## src/rtl/adc_sched_pkg.sv

```systemverilog
`default_nettype none
// ============================================================================
// adc_sched_pkg : shared constants, state/tag types and helpers for the ADC scan scheduler
// Rev 1.0
// ============================================================================
package adc_sched_pkg;

    localparam int ADC_BITS       = 12;
    localparam int FRAME_BITS     = 16;
    localparam int ADDR_FIRST_BIT = 2;
    localparam int DATA_FIRST_BIT = 4;
    localparam int CH_W           = 3;

    typedef enum logic [2:0] {
        ST_IDLE  = 3'd0,
        ST_SETUP = 3'd1,
        ST_LO    = 3'd2,
        ST_HI    = 3'd3,
        ST_HOLD  = 3'd4,
        ST_GAP   = 3'd5
    } frame_state_t;

    typedef enum logic {
        TAG_SCAN = 1'b0,
        TAG_REQ  = 1'b1
    } tag_t;

    // Control word bit for frame bit k: channel address MSB first, zeros elsewhere.
    function automatic logic din_for_bit(input logic [CH_W-1:0] addr, input logic [3:0] k);
        logic d;
        d = 1'b0;
        if (k == 4'(ADDR_FIRST_BIT))
            d = addr[2];
        else if (k == 4'(ADDR_FIRST_BIT + 1))
            d = addr[1];
        else if (k == 4'(ADDR_FIRST_BIT + 2))
            d = addr[0];
        return d;
    endfunction

    // First set mask bit strictly after ptr, wrapping; returns ptr itself if only it is set.
    function automatic logic [CH_W-1:0] next_scan_ch(input logic [7:0] mask, input logic [CH_W-1:0] ptr);
        logic [CH_W-1:0] idx;
        logic [CH_W-1:0] res;
        logic            found;
        res   = ptr;
        found = 1'b0;
        for (int i = 1; i <= 8; i++) begin
            idx = ptr + 3'(i);
            if (!found && mask[idx]) begin
                res   = idx;
                found = 1'b1;
            end
        end
        return res;
    endfunction

endpackage
`default_nettype wire

```

## src/rtl/adc_spi_frame.sv

```systemverilog
`default_nettype none
// ============================================================================
// adc_spi_frame : one 16-bit ADC SPI frame (CS_n/SCLK/DIN drive, DOUT capture)
// Rev 1.0
// ============================================================================
module adc_spi_frame
    import adc_sched_pkg::*;
#(
    parameter int CLK_DIV = 2
) (
    input  logic                iCLK,
    input  logic                iRST_n,
    input  logic                iSTART,
    input  logic [CH_W-1:0]     iADDR,
    input  logic                iDOUT,
    output logic                oDONE,
    output logic [ADC_BITS-1:0] oDATA,
    output logic                oBUSY,
    output logic                oCS_n,
    output logic                oSCLK,
    output logic                oDIN
);

    localparam int DIV_W = (CLK_DIV > 1) ? $clog2(CLK_DIV) : 1;

    frame_state_t          state_q;
    logic [DIV_W-1:0]      div_q;
    logic [3:0]            bit_q;
    logic [CH_W-1:0]       addr_q;
    logic [ADC_BITS-2:0]   shift_q;
    logic                  cs_n_q;
    logic                  sclk_q;
    logic                  din_q;
    logic                  busy_q;

    logic w_last;
    logic w_last_bit;
    logic w_data_bit;

    assign w_last     = (div_q == DIV_W'(CLK_DIV - 1));
    assign w_last_bit = (bit_q == 4'(FRAME_BITS - 1));
    assign w_data_bit = (bit_q >= 4'(DATA_FIRST_BIT));

    // Completion strobe is the final HI cycle so the caller can register it on HOLD entry.
    assign oDONE = (state_q == ST_HI) && w_last && w_last_bit;
    assign oDATA = {shift_q, iDOUT};
    assign oBUSY = busy_q;
    assign oCS_n = cs_n_q;
    assign oSCLK = sclk_q;
    assign oDIN  = din_q;

    always_ff @(posedge iCLK or negedge iRST_n) begin
        if (!iRST_n) begin
            state_q <= ST_IDLE;
            div_q   <= '0;
            bit_q   <= '0;
            addr_q  <= '0;
            shift_q <= '0;
            cs_n_q  <= 1'b1;
            sclk_q  <= 1'b1;
            din_q   <= 1'b0;
            busy_q  <= 1'b0;
        end else begin
            case (state_q)
                ST_IDLE: begin
                    if (iSTART) begin
                        state_q <= ST_SETUP;
                        addr_q  <= iADDR;
                        div_q   <= '0;
                        cs_n_q  <= 1'b0;
                        busy_q  <= 1'b1;
                    end
                end
                ST_SETUP: begin
                    if (w_last) begin
                        state_q <= ST_LO;
                        div_q   <= '0;
                        bit_q   <= '0;
                        sclk_q  <= 1'b0;
                        din_q   <= din_for_bit(addr_q, 4'd0);
                    end else begin
                        div_q <= div_q + 1'b1;
                    end
                end
                ST_LO: begin
                    if (w_last) begin
                        state_q <= ST_HI;
                        div_q   <= '0;
                        sclk_q  <= 1'b1;
                    end else begin
                        div_q <= div_q + 1'b1;
                    end
                end
                ST_HI: begin
                    if (w_last) begin
                        div_q <= '0;
                        if (w_data_bit)
                            shift_q <= {shift_q[ADC_BITS-3:0], iDOUT};
                        if (w_last_bit) begin
                            state_q <= ST_HOLD;
                            din_q   <= 1'b0;
                        end else begin
                            state_q <= ST_LO;
                            bit_q   <= bit_q + 4'd1;
                            sclk_q  <= 1'b0;
                            din_q   <= din_for_bit(addr_q, bit_q + 4'd1);
                        end
                    end else begin
                        div_q <= div_q + 1'b1;
                    end
                end
                ST_HOLD: begin
                    if (w_last) begin
                        state_q <= ST_GAP;
                        div_q   <= '0;
                        cs_n_q  <= 1'b1;
                    end else begin
                        div_q <= div_q + 1'b1;
                    end
                end
                ST_GAP: begin
                    if (w_last) begin
                        state_q <= ST_IDLE;
                        div_q   <= '0;
                        busy_q  <= 1'b0;
                    end else begin
                        div_q <= div_q + 1'b1;
                    end
                end
                default: begin
                    state_q <= ST_IDLE;
                    cs_n_q  <= 1'b1;
                    sclk_q  <= 1'b1;
                    busy_q  <= 1'b0;
                end
            endcase
        end
    end

endmodule
`default_nettype wire

```

## src/rtl/adc_scan_sched.sv

```systemverilog
`default_nettype none
// ============================================================================
// adc_scan_sched : round-robin ADC scan with priority one-shot requests and result re-association
// Rev 1.0
// ============================================================================
module adc_scan_sched
    import adc_sched_pkg::*;
#(
    parameter int CLK_DIV = 2,
    parameter int NUM_CH  = 8
) (
    input  logic                iCLK,
    input  logic                iRST_n,
    input  logic                iEN,
    input  logic [NUM_CH-1:0]   iCH_MASK,
    input  logic                iREQ,
    input  logic [CH_W-1:0]     iREQ_CH,
    output logic                oREQ_ACK,
    output logic                oREQ_DONE,
    output logic [ADC_BITS-1:0] oREQ_DATA,
    output logic                oSMP_VALID,
    output logic [CH_W-1:0]     oSMP_CH,
    output logic [ADC_BITS-1:0] oSMP_DATA,
    output logic                oBUSY,
    output logic                oCS_n,
    output logic                oSCLK,
    output logic                oDIN,
    input  logic                iDOUT
);

    logic                w_busy;
    logic                w_frm_done;
    logic [ADC_BITS-1:0] w_frm_data;
    logic [CH_W-1:0]     w_scan_ch;
    logic                w_req_done;

    logic                start_d;
    logic [CH_W-1:0]     addr_d;
    tag_t                tag_d;
    logic [CH_W-1:0]     ptr_d;

    logic [CH_W-1:0]     ptr_q;
    logic [CH_W-1:0]     cur_ch_q;
    tag_t                cur_tag_q;
    logic                pend_valid_q;
    logic [CH_W-1:0]     pend_ch_q;
    tag_t                pend_tag_q;
    logic                req_latched_q;
    logic                req_issued_q;
    logic [CH_W-1:0]     req_ch_q;
    logic                ack_q;
    logic                req_done_q;
    logic [ADC_BITS-1:0] req_data_q;
    logic                smp_valid_q;
    logic [CH_W-1:0]     smp_ch_q;
    logic [ADC_BITS-1:0] smp_data_q;

    adc_spi_frame #(
        .CLK_DIV (CLK_DIV)
    ) u_frame (
        .iCLK   (iCLK),
        .iRST_n (iRST_n),
        .iSTART (start_d),
        .iADDR  (addr_d),
        .iDOUT  (iDOUT),
        .oDONE  (w_frm_done),
        .oDATA  (w_frm_data),
        .oBUSY  (w_busy),
        .oCS_n  (oCS_n),
        .oSCLK  (oSCLK),
        .oDIN   (oDIN)
    );

    assign w_scan_ch  = next_scan_ch(iCH_MASK, ptr_q);
    assign w_req_done = w_frm_done && pend_valid_q && (pend_tag_q == TAG_REQ);

    // Dummy frame re-addresses the pending request channel purely to clock out its result.
    always_comb begin
        start_d = 1'b0;
        addr_d  = '0;
        tag_d   = TAG_SCAN;
        ptr_d   = ptr_q;
        if (!w_busy) begin
            if (req_latched_q) begin
                start_d = 1'b1;
                addr_d  = req_ch_q;
                tag_d   = TAG_REQ;
            end else if (iEN && (|iCH_MASK)) begin
                start_d = 1'b1;
                addr_d  = w_scan_ch;
                ptr_d   = w_scan_ch;
            end else if (pend_valid_q && (pend_tag_q == TAG_REQ)) begin
                start_d = 1'b1;
                addr_d  = pend_ch_q;
            end
        end
    end

    always_ff @(posedge iCLK or negedge iRST_n) begin
        if (!iRST_n) begin
            ptr_q         <= 3'(NUM_CH - 1);
            cur_ch_q      <= '0;
            cur_tag_q     <= TAG_SCAN;
            pend_valid_q  <= 1'b0;
            pend_ch_q     <= '0;
            pend_tag_q    <= TAG_SCAN;
            req_latched_q <= 1'b0;
            req_issued_q  <= 1'b0;
            req_ch_q      <= '0;
            ack_q         <= 1'b0;
            req_done_q    <= 1'b0;
            req_data_q    <= '0;
            smp_valid_q   <= 1'b0;
            smp_ch_q      <= '0;
            smp_data_q    <= '0;
        end else begin
            ack_q       <= 1'b0;
            req_done_q  <= 1'b0;
            smp_valid_q <= 1'b0;

            if (!w_busy) begin
                if (start_d) begin
                    cur_ch_q  <= addr_d;
                    cur_tag_q <= tag_d;
                    ptr_q     <= ptr_d;
                end else begin
                    pend_valid_q <= 1'b0;
                end
            end

            if (w_frm_done) begin
                if (pend_valid_q) begin
                    smp_valid_q <= 1'b1;
                    smp_ch_q    <= pend_ch_q;
                    smp_data_q  <= w_frm_data;
                end
                if (w_req_done) begin
                    req_done_q <= 1'b1;
                    req_data_q <= w_frm_data;
                end
                pend_valid_q <= 1'b1;
                pend_ch_q    <= cur_ch_q;
                pend_tag_q   <= cur_tag_q;
            end

            if (start_d && (tag_d == TAG_REQ)) begin
                req_latched_q <= 1'b0;
                req_issued_q  <= 1'b1;
            end else if (!req_latched_q && !req_issued_q && iREQ) begin
                req_latched_q <= 1'b1;
                req_ch_q      <= iREQ_CH;
                ack_q         <= 1'b1;
            end
            if (w_req_done)
                req_issued_q <= 1'b0;
        end
    end

    assign oREQ_ACK   = ack_q;
    assign oREQ_DONE  = req_done_q;
    assign oREQ_DATA  = req_data_q;
    assign oSMP_VALID = smp_valid_q;
    assign oSMP_CH    = smp_ch_q;
    assign oSMP_DATA  = smp_data_q;
    assign oBUSY      = w_busy;

endmodule
`default_nettype wire
```

## config.mk

```make
export PLATFORM = sky130hd
export DESIGN_NAME = adc_scan_sched
export DESIGN_NICKNAME = d
export VERILOG_FILES = /design/src/rtl/adc_sched_pkg.sv /design/src/rtl/adc_spi_frame.sv /design/src/rtl/adc_scan_sched.sv
export SDC_FILE = /design/constraint.sdc
export NUM_CORES = 1
export LEC_CHECK = 0
export ABC_CLOCK_PERIOD_IN_PS = 7900
export CELL_PAD_IN_SITES_DETAIL_PLACEMENT = 1
export CELL_PAD_IN_SITES_GLOBAL_PLACEMENT = 1
export CORE_ASPECT_RATIO = 1.5
export CORE_MARGIN = 2
export CORE_UTILIZATION = 48
export DETAILED_ROUTE_END_ITERATION = 8
export PLACE_DENSITY = 0.9
export SYNTH_ARGS = -nofsm -noshare
export SYNTH_HDL_FRONTEND = slang
export SYNTH_SLANG_ARGS = --single-unit
```

## constraint.sdc

```tcl
create_clock -name iCLK -period 7.9 [get_ports iCLK]
set_input_delay 1.58 -clock iCLK [delete_from_list [all_inputs] [get_ports iCLK]]
set_output_delay 1.58 -clock iCLK [all_outputs]
set_load 0.1 [all_outputs]
```

## Yosys cells after proc, flatten, opt, wreduce, memory -nomap -nowiden

Cells that the tools add are included.

- Bits in read-only memories: 0
- Register bits: 73
- Logic and storage cells: 199
- Input port bits: 16
- Memories kept: 0
- Output and inout port bits: 34
- Bits in writable memories: 0
- Bits in latches: 0

- Mux-type cells: 83
- Order comparisons: 9
- Bitwise gates (word level): 6
- Divide/modulo/power cells: 0
- $add $sub $neg: 9
- Reductions and logical operators: 50
- Equality and inequality tests: 18
- Shift operators: 0
- Multipliers: 0

Operators by type and width:

| cell | count |
|---|---|
| $mux W3 | 19 |
| $mux W1 | 46 |
| $lt A3 B4 Y1 const B | 8 |
| $bmux W1 S3 | 8 |
| $pmux W3 S6 | 1 |
| $logic_and A1 B1 Y1 | 16 |
| $reduce_and A2 Y1 | 7 |
| $add A3 B3 Y3 const B | 4 |
| $mux W4 | 3 |
| $reduce_and A3 Y1 | 4 |
| $ne A2 B1 Y1 const B | 5 |
| $logic_not A1 Y1 | 9 |
| $eq A4 B2 Y1 const B | 2 |
| $ne A2 B2 Y1 const B | 4 |
| $pmux W4 S2 | 1 |
| $reduce_and A4 Y1 | 2 |
| $reduce_bool A2 Y1 | 4 |
| $reduce_or A4 Y1 | 2 |
| $reduce_or A8 Y1 | 1 |
| $add A3 B2 Y3 const B | 2 |
| $eq A3 B2 Y1 const B | 2 |
| $eq A3 B3 Y1 const B | 2 |
| $not A1 Y1 | 6 |
| $pmux W1 S3 | 2 |
| 14 further kinds | 15 |

## Longest topological paths before layout

- Word-level depth: 28
- Depth in mapped cells: 13
- Mapped depth without buffers: 10

## By module

Synthesis repeated with hierarchy kept, for this count alone.

- Cell total of the unflattened synthesis: 365
- Area, all modules: 4287.9 um2

Modules (own cells, without submodules):

| module | area an instance (um2) | seq. area each (um2) | instances | cells each |
|---|---|---|---|---|
| adc_scan_sched | 3004.1 | 1179.9 | 1 | 254 |
| adc_spi_frame | 1283.7 | 653.1 | 1 | 111 |

## Least setup slack after synthesis

OpenSTA, ideal clock, no wires.

- Kind: input-to-reg
- From: in iCH_MASK[5]
- To: reg u_frame.addr_q[0]
- Required time: 7779 ps
- Cell stages on the path: 8
- Library setup time: 121 ps
- Data arrival time: 3317 ps
- Slack: 4462 ps
- Buffers on the path: 1
- Cell sequence: or4_1 -> o21ai_2 -> nand2b_1 -> o21ai_2 -> or4_1 -> clkbuf_1 -> nor2_1 -> a22o_1

- Longest elaborated chain between the ends: 27
- Elaborated cells on any way between the ends: 54
- Classes of those cells: mux (37); reduce/logical (17)

Ends and longest elaborated chain:

| what | RTL line | RTL |
|---|---|---|
| start: declaration | adc_scan_sched.sv:15 | `input logic [NUM_CH-1:0] iCH_MASK,` |
| $bmux W1 S3 | adc_sched_pkg.sv:50 | `if (!found && mask[idx]) begin` |
| $mux W1 (not written as such) | adc_sched_pkg.sv:50 |  |
| $mux W1 | adc_sched_pkg.sv:50 |  |
| $logic_not A1 Y1 | adc_sched_pkg.sv:50 |  |
| $logic_and A1 B1 Y1 | adc_sched_pkg.sv:50 |  |
| $mux W1 | adc_sched_pkg.sv:50 |  |
| $logic_not A1 Y1 | adc_sched_pkg.sv:50 |  |
| $logic_and A1 B1 Y1 | adc_sched_pkg.sv:50 |  |
| [... 11 more ...] | - |  |
| $logic_and A1 B1 Y1 | adc_sched_pkg.sv:50 |  |
| $mux W1 | adc_sched_pkg.sv:50 |  |
| $logic_not A1 Y1 | adc_sched_pkg.sv:50 |  |
| $logic_and A1 B1 Y1 | adc_sched_pkg.sv:50 |  |
| $mux W3 | adc_sched_pkg.sv:50 |  |
| $mux W3 | adc_scan_sched.sv:88 | `end else if (iEN && (\|iCH_MASK)) begin` |
| $mux W3 | adc_scan_sched.sv:84 | `if (req_latched_q) begin` |
| $mux W3 | adc_scan_sched.sv:83 | `if (!w_busy) begin` |
| end signal: assignment | adc_spi_frame.sv:68 | `addr_q <= iADDR;` |
| end: declaration | adc_spi_frame.sv:29 | `logic [CH_W-1:0] addr_q;` |

Several ways; a longest one is shown, not always the timed one. The select of a mux whose other input is x is not followed.
A chain may end at the register's enable or synchronous reset.

## Final worst setup path

- From: in iCH_MASK[5]
- To: reg u_frame.addr_q[2]

The elaborated chain is that of the path after synthesis.

==> impl_metrics.tcl <==
set metrics [dict create \
    cts-root-buf "clkbuf_16" \
    slew-limit-headroom_pct 26.89 \
    final_cell_mix "dfrtp_1 (68), mux2_2 (54), clkdlybuf4s50_1 (48), nor2_1 (27), nand2_1 (27)" \
    cts_repair_resize_count 0 \
    antenna_found_initial 0 \
    place_area_sq_mm 0.004553 \
    hpwlAfterDp_um 7738 \
    core_area_sq_mm 0.008310 \
    grt_pass1_wl_um 17630 \
    first_iter_violations 137 \
    final_cells 526 \
    synth.ff_latch_count 73 \
    avgSynthCellArea_sq_um 10.78 \
    syn-instance-count 374 \
    clock_path_buffers 2 \
    max_freq_ghz 0.2532 \
    syn_nets 396 \
    hold_viol 0 \
    post_drt_wl_per_cell_um 20.83 \
    num_vias 3221 \
    synth_edf_count 0 \
    antenna_cells 0 \
    regArea_sq_mm 0.001833 \
    cp_max_fo 8 \
    dr.pass1.iters 4 \
    p_leak_nw 2.175 \
    dp.cells 510 \
    cts_sinks 73 \
    post-cts-setup-buffer-count 0 \
    die_y_um 116.2 \
    rsz0062_at_grt "no" \
    wl_um 10960 \
    hp-class "flop to flop" \
    clk_pin_slew_ns 0.06 \
    grt_overflow_total 0 \
    area_growth_syn_to_layout_pct 21.17 \
    p_total_w 0.0009886 \
    syn_area_sq_mm 0.004031 \
    path_class "input port to flop" \
    io_buffers 49 \
    worstSkewPairLatency_ns 0.34 \
    dieArea_sq_mm 0.009163 \
    multiInputGateArea_sq_mm 0.002044 \
    cts_made_buffers 9 \
    crit_arrival_ns 4.18 \
    tightest_slew_ns 1.093 \
    ios 50 \
    maxCapViolCount 0 \
    num_rows 41 \
    drt-vias-per-instance 6.124 \
    hold_buffers 0 \
    end_kind "flop" \
    initial_core_util_pct 48.51 \
    final_common_cell "dfrtp_1" \
    synth.distinct_cells 54 \
    final_util_pct 58.78 \
    power_density_mw_per_mm2 202.4 \
    skew_ns 0.003866 \
    grt_util_all_layers_pct 25.32 \
    setup_viol 0 \
    period_share_pct 50.00 \
    start_kind "input port" \
    h-tree-depth 3 \
    max-vdd-ir-drop_mv 0.1345 \
    fin_tns_setup_ns 0 \
    ys_seq_area_share_pct 45.47 \
    postRouteAntennaNets 0 \
    finalNetCount 436 \
    drive_gt1_share_pct 21.24 \
    die-width_um 78.83 \
    grt_start_max_net_pins 74 \
    async_flop_share_pct 100.0 \
    n_fill_cell 882 \
    drcViolationCount 0 \
    tritoncts "yes" \
    min_period_ns 3.950 \
    gp_congestion 0.8987 \
    ys_warn_count 0 \
    status "completed" \
    stdcell_area_sq_mm 0.004885 \
    synth_ff_type "dfrtp_1" \
    slew_violations 0 \
    required_ns 8.13 \
    grt_pass1_vias 3442 \
]
per-layer routing:
metal	wire length, um	up-vias	GRT usage (%)
met5	0	-	0
met4	549	0	14.71
met3	331	43	4.791
met2	6026	82	46.78
met1	4049	1643	26.69
li1	-	1453	-
worst paths after layout:
check                                  startpoint                       endpoint  slack, ns  depth (start not counted)
min reg2reg                pend_tag_q$_DFFE_PN0P_         pend_tag_q$_DFFE_PN0P_       0.50                          1
min                        pend_tag_q$_DFFE_PN0P_         pend_tag_q$_DFFE_PN0P_       0.50                          1
max in group asynchronous                  iRST_n        req_ch_q[0]$_DFFE_PN0P_       5.87                          2
max reg2reg                  ptr_q[0]$_DFFE_PN1P_        cur_ch_q[2]$_DFFE_PN0P_       4.24                          9
min in group asynchronous                  iRST_n   u_frame.bit_q[2]$_DFFE_PN0P_       1.44                          2
max                                   iCH_MASK[5]  u_frame.addr_q[2]$_DFFE_PN0P_       3.95                          8
stage by stage:
stage / setup slack (ns) / hold slack, ns
floorplan: 4.462 / 0.4441
global placement: 3.771 / 0.4574
detailed placement: 3.640 / 0.4741
CTS: 3.977 / 0.5082
global route: 3.815 / 0.5216
finish: 3.950 / 0.5007
report_power, final:
part / internal [W] / switching [W] / leakage (nW)
registers: 0.000386 / 0.0000161 / 0.947
logic: 0.0000598 / 0.0000811 / 1.07
clock network: 0.000294 / 0.000152 / 0.155
total: 0.000739 / 0.000250 / 2.18
area by class of cell:
type,count,area share [%]
Multi-Input combinational cell,267,41.85
Clock inverter,4,1.537
Timing Repair Buffer,50,10.09
Tap cell,107,2.741
Sequential cell,73,37.53
Inverter,13,0.9990
Clock buffer,12,5.251
worst max-delay path: stages:
cell and delay [ns]:
clkdlybuf4s50_1 0.51, or4_1 0.57, o21ai_2 0.39, nand2b_1 0.19, o21ai_2 0.31, or4_1 0.33, a211oi_1 0.10, a22o_1 0.20
cell usage after synthesis, types with 3 or more instances:
cell / n / area [sq um]
dfrtp_1: 68 / 1702
mux2_2: 54 / 608.1
nand2_1: 27 / 101.4
nor2_1: 27 / 101.4
a21oi_1: 18 / 90.09
o21ai_0: 18 / 90.09
clkbuf_1: 14 / 52.55
inv_1: 12 / 45.04
mux2i_1: 9 / 90.09
nor3_1: 9 / 45.04
nand3_1: 7 / 35.03
nor2b_1: 7 / 43.79
ha_1: 6 / 75.07
a21o_1: 5 / 37.54
a22o_1: 5 / 43.79
a31oi_1: 5 / 31.28
dfstp_2: 5 / 131.4
o31ai_1: 5 / 37.54
a211oi_1: 4 / 30.03
and3_1: 4 / 25.02
mux4_2: 4 / 90.09
a2111oi_0: 3 / 26.28
buf_2: 3 / 15.01
buf_6: 3 / 33.78
nand2b_1: 3 / 18.77
o22ai_1: 3 / 18.77
o32a_1: 3 / 30.03
or4_1: 3 / 22.52
xnor2_1: 3 / 26.28
xor2_1: 3 / 26.28
cells by family after synthesis:
family | count (synthesis) | synth area share, %
muxes | 69 | 20.86
AOI/OAI and AO/OA | 85 | 14.22
xor gates and xnor gates | 6 | 1.304
buffers and inverters | 34 | 3.817
adders and majority gates | 6 | 1.862
DFF | 73 | 45.47
and+or+nand+nor | 101 | 12.48
registers in the layout, indices dropped and copies added (netlist names), 3 cells and up:
register         flops
u_frame.bit_q        4
oSMP_CH              3
cur_ch_q             3
u_frame.addr_q       3
ptr_q                3
req_ch_q             3
u_frame.state_q      3
pend_ch_q            3
oREQ_DATA           12
oSMP_DATA           12
u_frame.shift_q     11
Power figures use the tool's default switching activity.
